--- src/rtl/btn_pkg.sv ---
// Shared constants and helpers for the push-button front end.
package btn_pkg;

  localparam int BTN_MAX       = 16;
  localparam int DEBOUNCE_10MS = 500000;    // 10 ms at 50 MHz
  localparam int REPEAT_500MS  = 25000000;  // 500 ms at 50 MHz
  localparam int REPEAT_100MS  = 5000000;   // 100 ms at 50 MHz

  // Outcome of one debounce decision for a channel.
  typedef enum logic [1:0] {
    EDGE_NONE,
    EDGE_RISE,
    EDGE_FALL
  } edge_t;

  // Bits needed to hold values 0..value-1, never less than one bit.
  function automatic int clog2(input longint unsigned value);
    int w;
    w = 0;
    while ((64'd1 << w) < value) w++;
    return (w < 1) ? 1 : w;
  endfunction

endpackage

--- src/rtl/btn_debounce.sv ---
// One button channel: 2-flop synchroniser, debounce counter, debounced level,
// press/release pulses and, when BTN_AUTOREPEAT_EN is defined, a hold-repeat
// timer that re-issues press pulses while the button stays down.
module btn_debounce
  import btn_pkg::*;
#(
  parameter int DEBOUNCE_CYCLES = DEBOUNCE_10MS,
  parameter int REPEAT_DELAY    = REPEAT_500MS,
  parameter int REPEAT_PERIOD   = REPEAT_100MS
) (
  input  logic clock,
  input  logic anti_reset,
  input  logic btn_raw,
  output logic btn_level,
  output logic btn_press,
  output logic btn_release
);

  localparam int CNT_W = clog2(longint'(DEBOUNCE_CYCLES) + 1);
  // The edge commits on the cycle the counter would reach DEBOUNCE_CYCLES,
  // so the stored count never goes past DEBOUNCE_CYCLES-1.
  localparam logic [CNT_W-1:0] CNT_LAST = CNT_W'(DEBOUNCE_CYCLES - 1);

  logic             sync_p0;
  logic             sync_p1;
  logic [CNT_W-1:0] cnt;
  edge_t            edge_kind;
  logic             rpt_fire;

  // Bring the asynchronous pin into the clock domain
  always_ff @(posedge clock or negedge anti_reset) begin
    if (!anti_reset) begin
      sync_p0 <= 1'b0;
      sync_p1 <= 1'b0;
    end else begin
      sync_p0 <= btn_raw;
      sync_p1 <= sync_p0;
    end
  end

  // A level change commits once the mismatch has lasted DEBOUNCE_CYCLES
  always_comb begin
    edge_kind = EDGE_NONE;
    if ((sync_p1 != btn_level) && (cnt == CNT_LAST))
      edge_kind = btn_level ? EDGE_FALL : EDGE_RISE;
  end

  // Debounce counter, debounced level and registered edge pulses
  always_ff @(posedge clock or negedge anti_reset) begin
    if (!anti_reset) begin
      cnt         <= '0;
      btn_level   <= 1'b0;
      btn_press   <= 1'b0;
      btn_release <= 1'b0;
    end else begin
      btn_press   <= (edge_kind == EDGE_RISE) || rpt_fire;
      btn_release <= (edge_kind == EDGE_FALL);
      if (edge_kind != EDGE_NONE) begin
        cnt       <= '0;
        btn_level <= ~btn_level;
      end else if (sync_p1 != btn_level) begin
        cnt <= cnt + 1'b1;
      end else begin
        cnt <= '0;
      end
    end
  end

`ifdef BTN_AUTOREPEAT_EN
  localparam int RPT_MAX = (REPEAT_DELAY > REPEAT_PERIOD) ? REPEAT_DELAY : REPEAT_PERIOD;
  localparam int RPT_W   = clog2(longint'(RPT_MAX) + 1);
  localparam logic [RPT_W-1:0] DELAY_LAST  = RPT_W'(REPEAT_DELAY - 1);
  localparam logic [RPT_W-1:0] PERIOD_LAST = RPT_W'(REPEAT_PERIOD - 1);

  logic [RPT_W-1:0] rpt_cnt;
  logic             rpt_first;

  // A release edge suppresses a repeat that falls due on the same cycle
  assign rpt_fire = btn_level && (edge_kind != EDGE_FALL) &&
                    (rpt_cnt == (rpt_first ? DELAY_LAST : PERIOD_LAST));

  // Repeat timer: armed by a debounced rise, counts while the level is high
  always_ff @(posedge clock or negedge anti_reset) begin
    if (!anti_reset) begin
      rpt_cnt   <= '0;
      rpt_first <= 1'b0;
    end else if (edge_kind == EDGE_RISE) begin
      rpt_cnt   <= '0;
      rpt_first <= 1'b1;
    end else if (rpt_fire) begin
      rpt_cnt   <= '0;
      rpt_first <= 1'b0;
    end else if (btn_level) begin
      rpt_cnt <= rpt_cnt + 1'b1;
    end
  end
`else
  // Repeat parameters have no effect in this build.
  logic unused_rpt_cfg;
  assign unused_rpt_cfg = ^{REPEAT_DELAY, REPEAT_PERIOD};
  assign rpt_fire       = 1'b0;
`endif

endmodule

--- src/rtl/button_input_ctrl.sv ---
// Push-button front end: NUM_BTNS debounced channels, sticky press events
// and a priority-encoded selection register that feeds the processor's
// difficulty input. Define BTN_AUTOREPEAT_EN to add hold-to-repeat presses.
module button_input_ctrl
  import btn_pkg::*;
#(
  parameter int                   NUM_BTNS        = 5,
  parameter int                   DEBOUNCE_CYCLES = DEBOUNCE_10MS,
  parameter int                   SEL_WIDTH       = 32,
  parameter logic [NUM_BTNS-1:0]  SEL_MASK        = NUM_BTNS'(5'b00111),
  parameter logic [SEL_WIDTH-1:0] SEL_RESET       = '0,
  parameter int                   REPEAT_DELAY    = REPEAT_500MS,
  parameter int                   REPEAT_PERIOD   = REPEAT_100MS
) (
  input  logic                 clock,
  input  logic                 anti_reset,
  input  logic [NUM_BTNS-1:0]  btn_raw,
  input  logic [NUM_BTNS-1:0]  evt_clear,
  output logic [NUM_BTNS-1:0]  btn_level,
  output logic [NUM_BTNS-1:0]  btn_press,
  output logic [NUM_BTNS-1:0]  btn_release,
  output logic [NUM_BTNS-1:0]  evt_pending,
  output logic [SEL_WIDTH-1:0] sel_value,
  output logic                 sel_changed
);

  logic [NUM_BTNS-1:0]  sel_hit;
  logic [SEL_WIDTH-1:0] sel_next;

  for (genvar i = 0; i < NUM_BTNS; i++) begin : g_chan
    btn_debounce #(
      .DEBOUNCE_CYCLES (DEBOUNCE_CYCLES),
      .REPEAT_DELAY    (REPEAT_DELAY),
      .REPEAT_PERIOD   (REPEAT_PERIOD)
    ) u_debounce (
      .clock       (clock),
      .anti_reset  (anti_reset),
      .btn_raw     (btn_raw[i]),
      .btn_level   (btn_level[i]),
      .btn_press   (btn_press[i]),
      .btn_release (btn_release[i])
    );
  end

  // Lowest-index masked press wins; no masked press keeps the current value
  always_comb begin
    sel_hit  = btn_press & SEL_MASK;
    sel_next = sel_value;
    for (int i = NUM_BTNS - 1; i >= 0; i--) begin
      if (sel_hit[i]) sel_next = SEL_WIDTH'(i + 1);
    end
  end

  // Selection register with change pulse
  always_ff @(posedge clock or negedge anti_reset) begin
    if (!anti_reset) begin
      sel_value   <= SEL_RESET;
      sel_changed <= 1'b0;
    end else begin
      sel_value   <= sel_next;
      sel_changed <= (sel_next != sel_value);
    end
  end

  // Sticky press events; a press in the same cycle as a clear keeps the flag
  always_ff @(posedge clock or negedge anti_reset) begin
    if (!anti_reset) begin
      evt_pending <= '0;
    end else begin
      evt_pending <= (evt_pending & ~evt_clear) | btn_press;
    end
  end

endmodule

--- config.mk ---
export PLATFORM = sky130hd
export DESIGN_NAME = button_input_ctrl
export DESIGN_NICKNAME = d
export VERILOG_FILES = /design/src/rtl/btn_pkg.sv /design/src/rtl/btn_debounce.sv /design/src/rtl/button_input_ctrl.sv
export SDC_FILE = /design/constraint.sdc
export NUM_CORES = 1
export LEC_CHECK = 0
export ABC_AREA = 1
export BUFFER_PORTS_ARGS = -buffer_cell sky130_fd_sc_hd__buf_4
export CAP_MARGIN = 20
export CORE_UTILIZATION = 34
export CTS_CLUSTER_DIAMETER = 100
export DETAILED_ROUTE_END_ITERATION = 8
export MAX_ROUTING_LAYER = met4
export PLACE_DENSITY = 0.5
export SYNTH_ARGS = -nofsm -noshare
export SYNTH_HDL_FRONTEND = slang
export SYNTH_SLANG_ARGS = --single-unit
--- constraint.sdc ---
create_clock -name clock -period 2 [get_ports clock]
set_clock_uncertainty 0.15 [all_clocks]
set_input_delay 0.2 -clock clock [delete_from_list [all_inputs] [get_ports clock]]
set_output_delay 0.2 -clock clock [all_outputs]
set_load 0.005 [all_outputs]
==> results.md, run 1 <==
- Tot GR Track Use: 0.163
- Post-layout util: 0.417
- Worst-margin pin slew: 0.476 ns
- Initial antenna violation count: 0
- Final min period: 1.71 ns
- Pwr Density: 733 mW/mm^2
- Hold WS: 0.141 ns
- Clock-pin transition on the worst setup and hold timing paths: 0.06 ns
- Final Routed Wirelength: 17500 um
- Area of the core: 0.0228 sq mm
- Clk_lat worst skew: 0.42 ns
- RSZ-0062 raised after global routing: false
- Sw Pwr: 0.00145 W
- RD Place Congestion: 0.847
- CP most frequent cell: nand2_1
- Vias per Instance: 4.40
- Commonest non-fill, non-tap cell in the layout: nor2_1
- Ys Warns: 0
- Die width: 155 um
- Initial core utilization: 0.349
- Post-Syn Area: 0.00795 sq mm
- Fin Setup TNS: 0 ns
- CTS Buf Count: 17
- Area Growth Syn to Fin: 19.4%
- Final setup violating endpoints: 0
- Setup Buffers After CTS: 0
- Worst Path Required: 2.15 ns
- Htree depth: 4
- Initial DRT Pass Iterations: 4
- Post-synth EDFFs: 0
- Post-Layout Inst Area: 0.00949 sq mm
- Die Footprint: 0.0240 sq mm
- Maximum VDD drop: 0.000488 V
- Vias in the first global route: 5999
- Final slew viol count: 0
- Crit-path max FO: 6
- # clock sinks: 158
- Sequential area share after synthesis: 0.497
- Final nets: 1086
- Number of synthesized register bits: 158
- Input/output buffers: 64
- Clock share of power: 0.500
- # rows: 55
- CP Class: reg2reg
- Asr flop ratio synth: 1.00
- Dpl ws: 0.294 ns
- Combinational power share: 0.032
- Cell with the largest stage delay on the worst path: dfrtp_1
- Sequential cell area: 0.00395 sq mm
- First-pass GRT wire length: 29700 um
- Ant. Diodes: 0
- Residual DRC: 0
- Largest net degree at the start of global routing: 48
- Syn Area/Cell: 8.04 sq um
- Reg power frac: 0.468
- Status: completed
- Multi-input gate area: 0.00331 sq mm
- Placed inst area: 0.00876 sq mm
- GR Overflow Total: 0
- Vias: 6125
- Most frequent cells in the layout: 250 x nor2_1, 162 x nand2_1, 158 x dfrtp_1, 131 x inv_1, 69 x buf_4
- CP arrival: 1.86 ns
- Fin. Hold Viols: 0
- Fill cells: 2335
- Root buffer cell: clkbuf_16
- Worst Hold Class: in2async
- Syn_nets: 1006
- Tcrit/Tclk final: 0.855
- Crit path cell chain: ha_1 > nand2_1 > inv_2 > nand2_1 > nor2_2 > nand3_2 > xor2_1
- Syn Inst Count: 989
- Antenna Nets Post-Route: 0
- Clock tree buffer depth: 2
- Netlist cell types: 37
- Post-DP HPWL: 12900 um
- Crit path largest cell delay: 0.37 ns
- Setup crit end kind: flop
- Most used DFF post-synth: dfrtp_1
- Io pins: 65
- Rel. slew slack: 0.683
- Final WS setup: 0.290 ns
- Violation count after the first detailed-route iteration: 256
- Leak pwr: 4.25 nW
- Switching Share: 0.208
- Fmax: 0.585 GHz
- Layout cells sized above 1: 0.164
- Routed len/inst: 12.6 um
- Vert. Die Dim: 155 um
- Internal cell power: 0.00551 W
- CTS tree: yes
- Max Cap Viol: 0
- Setup crit start kind: flop
Yosys cell counts, types with 2 or more instances:
master | instances | area (sq um)
a21oi_1 | 16 | 80.1
a21oi_2 | 3 | 26.3
a21oi_4 | 2 | 32.5
and2_1 | 2 | 12.5
buf_2 | 3 | 15.0
buf_4 | 15 | 113
clkbuf_1 | 2 | 7.51
dfrtp_1 | 158 | 3950
ha_1 | 5 | 62.6
inv_1 | 131 | 492
inv_2 | 11 | 41.3
nand2_1 | 162 | 608
nand2_2 | 15 | 93.8
nand3_1 | 61 | 305
nand3_2 | 7 | 70.1
nand4_1 | 23 | 144
nor2_1 | 250 | 938
nor2_2 | 23 | 144
nor2_4 | 7 | 78.8
nor3_1 | 9 | 45.0
nor3_2 | 6 | 60.1
nor3b_1 | 4 | 30.0
o21ai_0 | 10 | 50.1
o21bai_1 | 3 | 22.5
or2_1 | 3 | 18.8
xnor2_1 | 15 | 131
xor2_1 | 33 | 289
layer usage:
layer / track usage / share of wire / vias up
li1: - / - / 3184
met1: 0.212 / 0.50 / 2823
met2: 0.258 / 0.46 / 99
met3: 0.0265 / 0.027 / 19
met4: 0.0547 / 0.013 / 0
met5: - / 0 / -
state kept, by name (all words and copies together), names as in the netlist:
signal	count
g_chan.u_debounce.btn_press	5
sel_changed	1
g_chan.u_debounce.sync_p1	5
g_chan.u_debounce.cnt	95
g_chan.u_debounce.btn_release	5
evt_pending	5
g_chan.u_debounce.sync_p0	5
sel_value	32
g_chan.u_debounce.btn_level	5
power by group through the flow:
| stage | Sequential, W | Clock [W] | Combinational (W) |
|---|---|---|---|
| final | 0.00326 | 0.00348 | 0.000222 |
| after global routing | 0.00326 | 0.00369 | 0.000259 |
| after detailed placement | 0.00331 | 0 | 0.000216 |
| after CTS | 0.00326 | 0.00356 | 0.000233 |
| after floorplan | 0.00331 | 0 | 0.0000886 |
| after global placement | 0.00331 | 0 | 0.000215 |
worst max-delay path, delay by kind of cell, from the launching register on:
kind	cells	cell delay [ns]
AND/OR/NAND/NOR	4	0.51
buffers and inverters	1	0.10
adder cells (fa/ha/maj)	1	0.30
XOR/XNOR	1	0.16
flip-flops	1	0.37
cell families (layout without fill, tap and decap cells):
family	after synthesis	count (layout)	synth area share
DFF	158	158	0.497
buffers and inverters	165	255	0.0866
AOI/OAI and AO/OA	37	37	0.0291
and+or+nand+nor	575	575	0.324
xor gates and xnor gates	49	49	0.0549
adders and majority gates	5	5	0.00787
area by class of cell:
cell class	count	share of cell area
multi-input combinational	666	0.349
tap	313	0.0413
clock inverter	6	0.0140
inverter	143	0.0567
sequential	158	0.417
clock buffer	23	0.0514
timing repair buffer	83	0.0716
worst paths after layout:
check | from | end | slack [ns] | cells after the start
max reg2reg | g_chan[1].u_debounce.cnt[0] | g_chan[1].u_debounce.btn_level | 0.29 | 7
min reg2reg | g_chan[2].u_debounce.sync_p0 | g_chan[2].u_debounce.sync_p1 | 0.20 | 0
min in group clock | g_chan[2].u_debounce.sync_p0 | g_chan[2].u_debounce.sync_p1 | 0.20 | 0
max | g_chan[1].u_debounce.cnt[0] | g_chan[1].u_debounce.btn_level | 0.29 | 7
max in group asynchronous | anti_reset | g_chan[1].u_debounce.cnt[15] | 0.91 | 3
min | anti_reset | g_chan[3].u_debounce.cnt[2] | 0.14 | 2
through the flow:
step	cells	power (W)
after CTS	1392	0.00705
after floorplan	989	0.00340
final	1392	0.00696
after detailed placement	1352	0.00353
after global placement	1352	0.00353
after global routing	1392	0.00721
repair_timing:
action | in CTS | in global routing
hold endpoints to repair | 87 | 0
resized for setup | 0 | 0
hold buffers | 11 | 0
No activity file was read; power rests on OpenSTA's default activity.
==> run 2, diff against run 1 <==
--- a/config.mk
+++ b/config.mk
@@ -6,7 +6,7 @@
 export NUM_CORES = 1
 export LEC_CHECK = 0
 export ABC_AREA = 1
-export BUFFER_PORTS_ARGS = -buffer_cell sky130_fd_sc_hd__buf_4
+export BUFFER_PORTS_ARGS = -buffer_cell sky130_fd_sc_hd__clkbuf_2
 export CAP_MARGIN = 20
 export CORE_UTILIZATION = 34
 export CTS_CLUSTER_DIAMETER = 100
==> results.md, run 2 (synthesis gave the netlist of run 1 again) <==
- Initial core utilization: 0.349 (unchanged)
- RSZ-0062 raised after global routing: false (unchanged)
- Final Routed Wirelength: 17300 um (was 17500 um)
- Worst Hold Class: in2async (unchanged)
- Top flop regs: g_chan.u_debounce.cnt (95), sel_value (32) (unchanged)
- Root buffer cell: clkbuf_16 (unchanged)
- Crit path max-delay family: flip-flops (was simple AND/OR/NAND/NOR gates)
- Setup crit start kind: flop (unchanged)
- Leak pwr: 4.21 nW (was 4.25 nW)
- Status: completed (unchanged)
- Clock-pin transition on the worst setup and hold timing paths: 0.06 ns (about the same)
- Pwr Density: 738 mW/mm^2 (was 733 mW/mm^2)
- FF-to-FF Start: g_chan[1].u_debounce.cnt[0] (unchanged)
- Crit path cell chain: ha_1 > nand2_1 > inv_2 > nand2_1 > nor2_2 > a21oi_4 > inv_2 > nor2_1 (was ha_1 > nand2_1 > inv_2 > nand2_1 > nor2_2 > nand3_2 > xor2_1)
- Initial DRT Pass Iterations: 4 (unchanged)
- Initial antenna violation count: 0 (unchanged)
- Clk_lat worst skew: 0.43 ns (was 0.42 ns)
- Sequential cell area: 0.00395 sq mm (unchanged)
- # rows: 55 (unchanged)
- Io pins: 65 (unchanged)
- Tcrit/Tclk final: 0.858 (was 0.855)
- Hold WS: 0.152 ns (was 0.141 ns)
- Layout cells sized above 1: 0.169 (was 0.164)
- Placed inst area: 0.00862 sq mm (was 0.00876 sq mm)
- Post-layout util: 0.411 (was 0.417)
- Die Footprint: 0.0240 sq mm (unchanged)
- Worst Path Required: 2.20 ns (was 2.15 ns)
- Final min period: 1.72 ns (was 1.71 ns)
- Fill cells: 2321 (was 2335)
- Crit path largest cell delay: 0.39 ns (was 0.37 ns)
- Internal cell power: 0.00537 W (was 0.00551 W)
- Rel. slew slack: 0.644 (was 0.683)
- Area Growth Syn to Fin: 17.7% (was 19.4%)
- Setup Buffers After CTS: 0 (unchanged)
- Most flop-heavy register: g_chan.u_debounce.cnt (unchanged)
- Cell with the largest stage delay on the worst path: dfrtp_1 (unchanged)
- Combinational power share: 0.032 (about the same)
- Final slew viol count: 0 (unchanged)
- Most frequent cells in the layout: 250 x nor2_1, 162 x nand2_1, 158 x dfrtp_1, 131 x inv_1, 63 x clkbuf_2 (was 250 x nor2_1, 162 x nand2_1, 158 x dfrtp_1, 131 x inv_1, 69 x buf_4)
- Fin. Hold Viols: 0 (unchanged)
- Post_cts resized: 0 (unchanged)
- WP depth: 8 (was 7)
- Fmax: 0.583 GHz (was 0.585 GHz)
- Largest net degree at the start of global routing: 51 (was 48)
- CTS tree: yes (unchanged)
- Htree depth: 4 (unchanged)
- Worst flop-to-flop path endpoint: g_chan[1].u_debounce.cnt[5] (was g_chan[1].u_debounce.btn_level)
- Max Cap Viol: 0 (unchanged)
- CP arrival: 1.92 ns (was 1.86 ns)
- CP startpoint: g_chan[1].u_debounce.cnt[0] (unchanged)
- Residual DRC: 0 (unchanged)
- Violation count after the first detailed-route iteration: 274 (was 256)
- Sw Pwr: 0.00153 W (was 0.00145 W)
- Reg power frac: 0.472 (was 0.468)
- Fin Setup TNS: 0 ns (unchanged)
- CTS hold repair buffers: 11 (unchanged)
- Post-Layout Inst Area: 0.00936 sq mm (was 0.00949 sq mm)
- Vias: 6107 (was 6125)
- Setup crit end kind: flop (unchanged)
- Commonest non-fill, non-tap cell in the layout: nor2_1 (unchanged)
- Crit path capture: g_chan[1].u_debounce.cnt[5] (was g_chan[1].u_debounce.btn_level)
- GR Overflow Total: 0 (unchanged)
- Vert. Die Dim: 155 um (unchanged)
- Max reg flops: 95 (unchanged)
- Reg2Reg Depth: 8 (was 7)
- Input/output buffers: 64 (unchanged)
- Switching Share: 0.222 (was 0.208)
- Area of the core: 0.0228 sq mm (unchanged)
- Post-DP HPWL: 12800 um (was 12900 um)
- First-pass GRT wire length: 29500 um (was 29700 um)
- CP bufs+invs: 2 (was 1)
- Die width: 155 um (unchanged)
- R2R Setup Slk: 0.28 ns (was 0.29 ns)
- Final setup violating endpoints: 0 (unchanged)
- Clock tree buffer depth: 2 (unchanged)
- CTS Buf Count: 17 (unchanged)
- Worst-margin pin slew: 0.533 ns (was 0.476 ns)
- Tot GR Track Use: 0.161 (was 0.163)
- RD Place Congestion: 0.836 (was 0.847)
- Clock share of power: 0.497 (was 0.500)
- Antenna Nets Post-Route: 0 (unchanged)
- Routed len/inst: 12.4 um (was 12.6 um)
- Final nets: 1087 (was 1086)
- Maximum VDD drop: 0.000464 V (was 0.000488 V)
- Crit-path max FO: 7 (was 6)
- Ant. Diodes: 0 (unchanged)
- CP Class: reg2reg (unchanged)
- Multi-input gate area: 0.00331 sq mm (unchanged)
- # clock sinks: 158 (unchanged)
- Vias per Instance: 4.37 (was 4.40)
- Vias in the first global route: 5994 (was 5999)
## run 2: power groups by stage
| stage | clock network [W] | registers [W] | logic [W] |
|---|---|---|---|
| global route | 0.00365 | 0.00326 | 0.000255 |
| finish | 0.00343 | 0.00326 | 0.000220 |
| detailed placement | 0 | 0.00331 | 0.000211 |
| global placement | 0 | 0.00331 | 0.000211 |
| floorplan | 0 | 0.00331 | 0.0000886 |
| CTS | 0.00352 | 0.00326 | 0.000229 |
## run 2: worst min path at each step
stage / end / slack [ns]
6_report: g_chan[2].u_debounce.cnt[15] / 0.15
5_1_grt: g_chan[2].u_debounce.cnt[15] / 0.18
4_1_cts: g_chan[3].u_debounce.cnt[6] / 0.16
3_5_place_dp: g_chan[3].u_debounce.cnt[8] / 0.05
3_3_place_gp: g_chan[3].u_debounce.cnt[8] / 0.05
2_1_floorplan: evt_pending[0] / -0.25
## run 2: routing by layer
metal  track usage  vias to the layer above  wire length [um]
met5             -                        -                 0
met4        0.0457                        0               107
met3        0.0351                        8               480
met2         0.248                       81              7900
met1         0.212                     2832              8810
li1              -                     3186                 -
## run 2: final cells by class
| class | instances | area share |
|---|---|---|
| flip-flops and latches | 158 | 0.423 |
| well taps | 313 | 0.0419 |
| multi-input cells | 666 | 0.354 |
| repair buffers | 84 | 0.0579 |
| clock inverters | 12 | 0.0168 |
| inverters | 143 | 0.0575 |
| clock buffers | 20 | 0.0499 |
## run 2: metrics by stage
step	power [W]	setup WS [ns]	std cells
final	0.00690	0.284	1396
after global routing	0.00716	0.130	1396
after CTS	0.00700	0.281	1396
after detailed placement	0.00353	0.301	1353
after global placement	0.00353	0.317	1353
after floorplan	0.00340	0.502	989
==> run 3, diff against run 2 <==
--- a/config.mk
+++ b/config.mk
@@ -5,14 +5,14 @@
 export SDC_FILE = /design/constraint.sdc
 export NUM_CORES = 1
 export LEC_CHECK = 0
-export ABC_AREA = 1
 export BUFFER_PORTS_ARGS = -buffer_cell sky130_fd_sc_hd__clkbuf_2
 export CAP_MARGIN = 20
 export CORE_UTILIZATION = 34
 export CTS_CLUSTER_DIAMETER = 100
 export DETAILED_ROUTE_END_ITERATION = 8
 export MAX_ROUTING_LAYER = met4
-export PLACE_DENSITY = 0.5
+export PLACE_DENSITY = 0.51
 export SYNTH_ARGS = -nofsm -noshare
 export SYNTH_HDL_FRONTEND = slang
+export SYNTH_HIERARCHICAL = 1
 export SYNTH_SLANG_ARGS = --single-unit
==> results.md, run 3 <==
- Status: completed (unchanged)
- Vias per Instance: 4.90 (was 4.37)
- Initial core utilization: 0.350 (was 0.349)
- Pwr Total: 0.00685 W (was 0.00690 W)
- Crit-path max FO: 7 (unchanged)
- Final min period: 1.92 ns (was 1.72 ns)
- Syn Inst Count: 649 (was 989)
- Area Growth Syn to Fin: 25.6% (was 17.7%)
- Reg2Reg Depth: 4 (was 8)
- Tcrit/Tclk final: 0.962 (was 0.858)
- Most common cell in the netlist: dfrtp_1 (was nor2_1)
- Top flop regs: g_chan.u_debounce/cnt (95), sel_value (32) (was g_chan.u_debounce.cnt (95), sel_value (32))
- Final Routed Wirelength: 15200 um (was 17300 um)
- Worst Hold Class: in2async (unchanged)
- Clk_lat worst skew: 0.42 ns (was 0.43 ns)
- Setup crit end kind: flop (unchanged)
- Post-synth EDFFs: 0 (unchanged)
- First-pass GRT wire length: 25300 um (was 29500 um)
- Vert. Die Dim: 147 um (was 155 um)
- Max Cap Viol: 0 (unchanged)
- Fin. Hold Viols: 0 (unchanged)
- Setup crit start kind: flop (unchanged)
- Input/output buffers: 64 (unchanged)
- # clock sinks: 158 (unchanged)
- CTS Buf Count: 17 (unchanged)
- Synth area leader: dfrtp_1 (unchanged)
- Worst Path Required: 2.16 ns (was 2.20 ns)
- Pwr Density: 764 mW/mm^2 (was 738 mW/mm^2)
- Leak pwr: 4.04 nW (was 4.21 nW)
- Setup Buffers After CTS: 0 (unchanged)
- Rel. slew slack: 0.669 (was 0.644)
- Layout cells sized above 1: 0.260 (was 0.169)
- Worst-margin pin slew: 0.497 ns (was 0.533 ns)
- Ant. Diodes: 0 (unchanged)
- Clock-pin transition on the worst setup and hold timing paths: 0.06 ns (about the same)
- Post-Syn Area: 0.00714 sq mm (was 0.00795 sq mm)
- RD Place Congestion: 0.875 (was 0.836)
- Final slew viol count: 0 (unchanged)
- Syn_nets: 666 (was 1006)
- CTS tree: yes (unchanged)
- Fmax: 0.520 GHz (was 0.583 GHz)
- Largest net degree at the start of global routing: 52 (was 51)
- Clock tree buffer depth: 2 (unchanged)
- Htree depth: 4 (unchanged)
- CP bufs+invs: 0 (was 2)
- Final nets: 809 (was 1087)
- Die Footprint: 0.0216 sq mm (was 0.0240 sq mm)
- Vias: 5269 (was 6107)
- Tot GR Track Use: 0.153 (was 0.161)
- Crit path cell chain: nor4b_1 > nand2_1 > or3_4 > mux2_2 (was ha_1 > nand2_1 > inv_2 > nand2_1 > nor2_2 > a21oi_4 > inv_2 > nor2_1)
- Io pins: 65 (unchanged)
- Sequential area share after synthesis: 0.553 (was 0.497)
- Top cells by area, synth: dfrtp_1 55%, xnor2_1 6.9%, nor2_1 5.1% (was dfrtp_1 50%, nor2_1 12%, nand2_1 7.6%)
- Crit path largest cell delay: 0.45 ns (was 0.39 ns)
- Maximum VDD drop: 0.000504 V (was 0.000464 V)
- # rows: 52 (was 55)
- Routed len/inst: 14.1 um (was 12.4 um)
- Vias in the first global route: 5147 (was 5994)
- Yosys top cell area share: 0.553 (was 0.497)
- Synth top cells by count: 158 x dfrtp_1, 97 x nor2_1, 56 x xnor2_1 (was 250 x nor2_1, 162 x nand2_1, 158 x dfrtp_1)
- Fin Setup TNS: 0 ns (unchanged)
- Antenna Nets Post-Route: 0 (unchanged)
- Initial antenna violation count: 0 (unchanged)
- Initial DRT Pass Iterations: 5 (was 4)
- Hold WS: 0.154 ns (was 0.152 ns)
- Ys Warns: 6 (was 0)
- Most flop-heavy register: g_chan.u_debounce/cnt (was g_chan.u_debounce.cnt)
- GR Overflow Total: 0 (unchanged)
- Residual DRC: 0 (unchanged)
- Commonest non-fill, non-tap cell in the layout: dfrtp_1 (was nor2_1)
- Area of the core: 0.0204 sq mm (was 0.0228 sq mm)
- Violation count after the first detailed-route iteration: 282 (was 274)
- Most frequent cells in the layout: 157 x dfrtp_1, 97 x nor2_1, 63 x clkbuf_2, 62 x buf_4, 56 x xnor2_1 (was 250 x nor2_1, 162 x nand2_1, 158 x dfrtp_1, 131 x inv_1, 63 x clkbuf_2)
- Netlist cell types: 35 (was 37)
- CP arrival: 2.08 ns (was 1.92 ns)
- Root buffer cell: clkbuf_16 (unchanged)
- Post-DP HPWL: 10600 um (was 12800 um)
- WP depth: 4 (was 8)
- Die width: 147 um (was 155 um)
- Fill cells: 1939 (was 2321)
- Most used DFF post-synth: dfrtp_1 (unchanged)
- Final setup violating endpoints: 0 (unchanged)
- Cell with the largest stage delay on the worst path: dfrtp_2 (was dfrtp_1)
- Crit path max-delay family: simple AND/OR/NAND/NOR gates (was flip-flops)
- Number of synthesized register bits: 158 (unchanged)
- Max reg flops: 95 (unchanged)
- Asr flop ratio synth: 1.00 (unchanged)
- Syn Area/Cell: 11.0 sq um (was 8.04 sq um)
- CP Class: reg2reg (unchanged)
==> run 3: worst paths after layout <==
check | startpoint | to | slack (ns)
worst max-delay path | g_chan[0].u_debounce/cnt[6] | g_chan[0].u_debounce/btn_level | 0.08
worst min-delay path | anti_reset | g_chan[3].u_debounce/cnt[7] | 0.15
worst max register to register | g_chan[0].u_debounce/cnt[6] | g_chan[0].u_debounce/btn_level | 0.08
worst min register to register | g_chan[1].u_debounce/sync_p0 | g_chan[1].u_debounce/sync_p1 | 0.20
max in group asynchronous | anti_reset | g_chan[2].u_debounce/btn_release | 0.88
min in group clock | g_chan[1].u_debounce/sync_p0 | g_chan[1].u_debounce/sync_p1 | 0.20
==> run 3: what timing repair did <==
item | in CTS | in global routing
endpoints found under the hold margin | 122 | 0
gates resized for setup | 0 | 11
hold buffers | 11 | 0
setup endpoints to repair | 0 | 23
==> run 3: area by class of cell <==
| class | instances | area [sq um] | area share |
|---|---|---|---|
| clock buffers | 22 | 494 | 0.0551 |
| flip-flops and latches | 158 | 3960 | 0.441 |
| repair buffers | 142 | 993 | 0.111 |
| multi-input cells | 458 | 3010 | 0.336 |
| well taps | 270 | 338 | 0.0376 |
| clock inverters | 10 | 126 | 0.0141 |
| inverters | 15 | 56.3 | 0.00627 |
==> run 3: layer usage <==
metal	share of wire	vias up	GRT usage	routed length (um)
li1	-	2560	-	-
met1	0.47	2596	0.191	7110
met2	0.48	98	0.241	7320
met3	0.035	15	0.0373	535
met4	0.014	0	0.0531	208
met5	0	-	-	0
==> run 3: cells by family after synthesis <==
group / Yosys count / synth area share
and+or+nand+nor: 333 / 0.258
DFF: 158 / 0.553
xor gates and xnor gates: 81 / 0.0993
AOI/OAI and AO/OA: 34 / 0.0417
buffers and inverters: 33 / 0.0310
muxes: 5 / 0.00788
adders and majority gates: 5 / 0.00876
==> run 3: power by group <==
part / internal (W) / total [W] / leakage, nW / switching [W]
logic: 0.000110 / 0.000264 / 1.56 / 0.000154
registers: 0.00323 / 0.00326 / 2.17 / 0.0000318
clock network: 0.00202 / 0.00333 / 0.308 / 0.00130
==> run 3: stage by stage <==
| stage | utilization | setup slack, ns | std cells | instance area (sq um) |
|---|---|---|---|---|
| 2_1_floorplan | - | 0.0620 | 649 | 7140 |
| 3_3_place_gp | 0.401 | 0.0630 | 1032 | 8200 |
| 3_5_place_dp | 0.401 | 0.0492 | 1032 | 8200 |
| 4_1_cts | 0.437 | 0.0219 | 1075 | 8930 |
| 5_1_grt | 0.439 | -0.00518 | 1075 | 8970 |
| 6_report | 0.439 | 0.0754 | 1075 | 8970 |
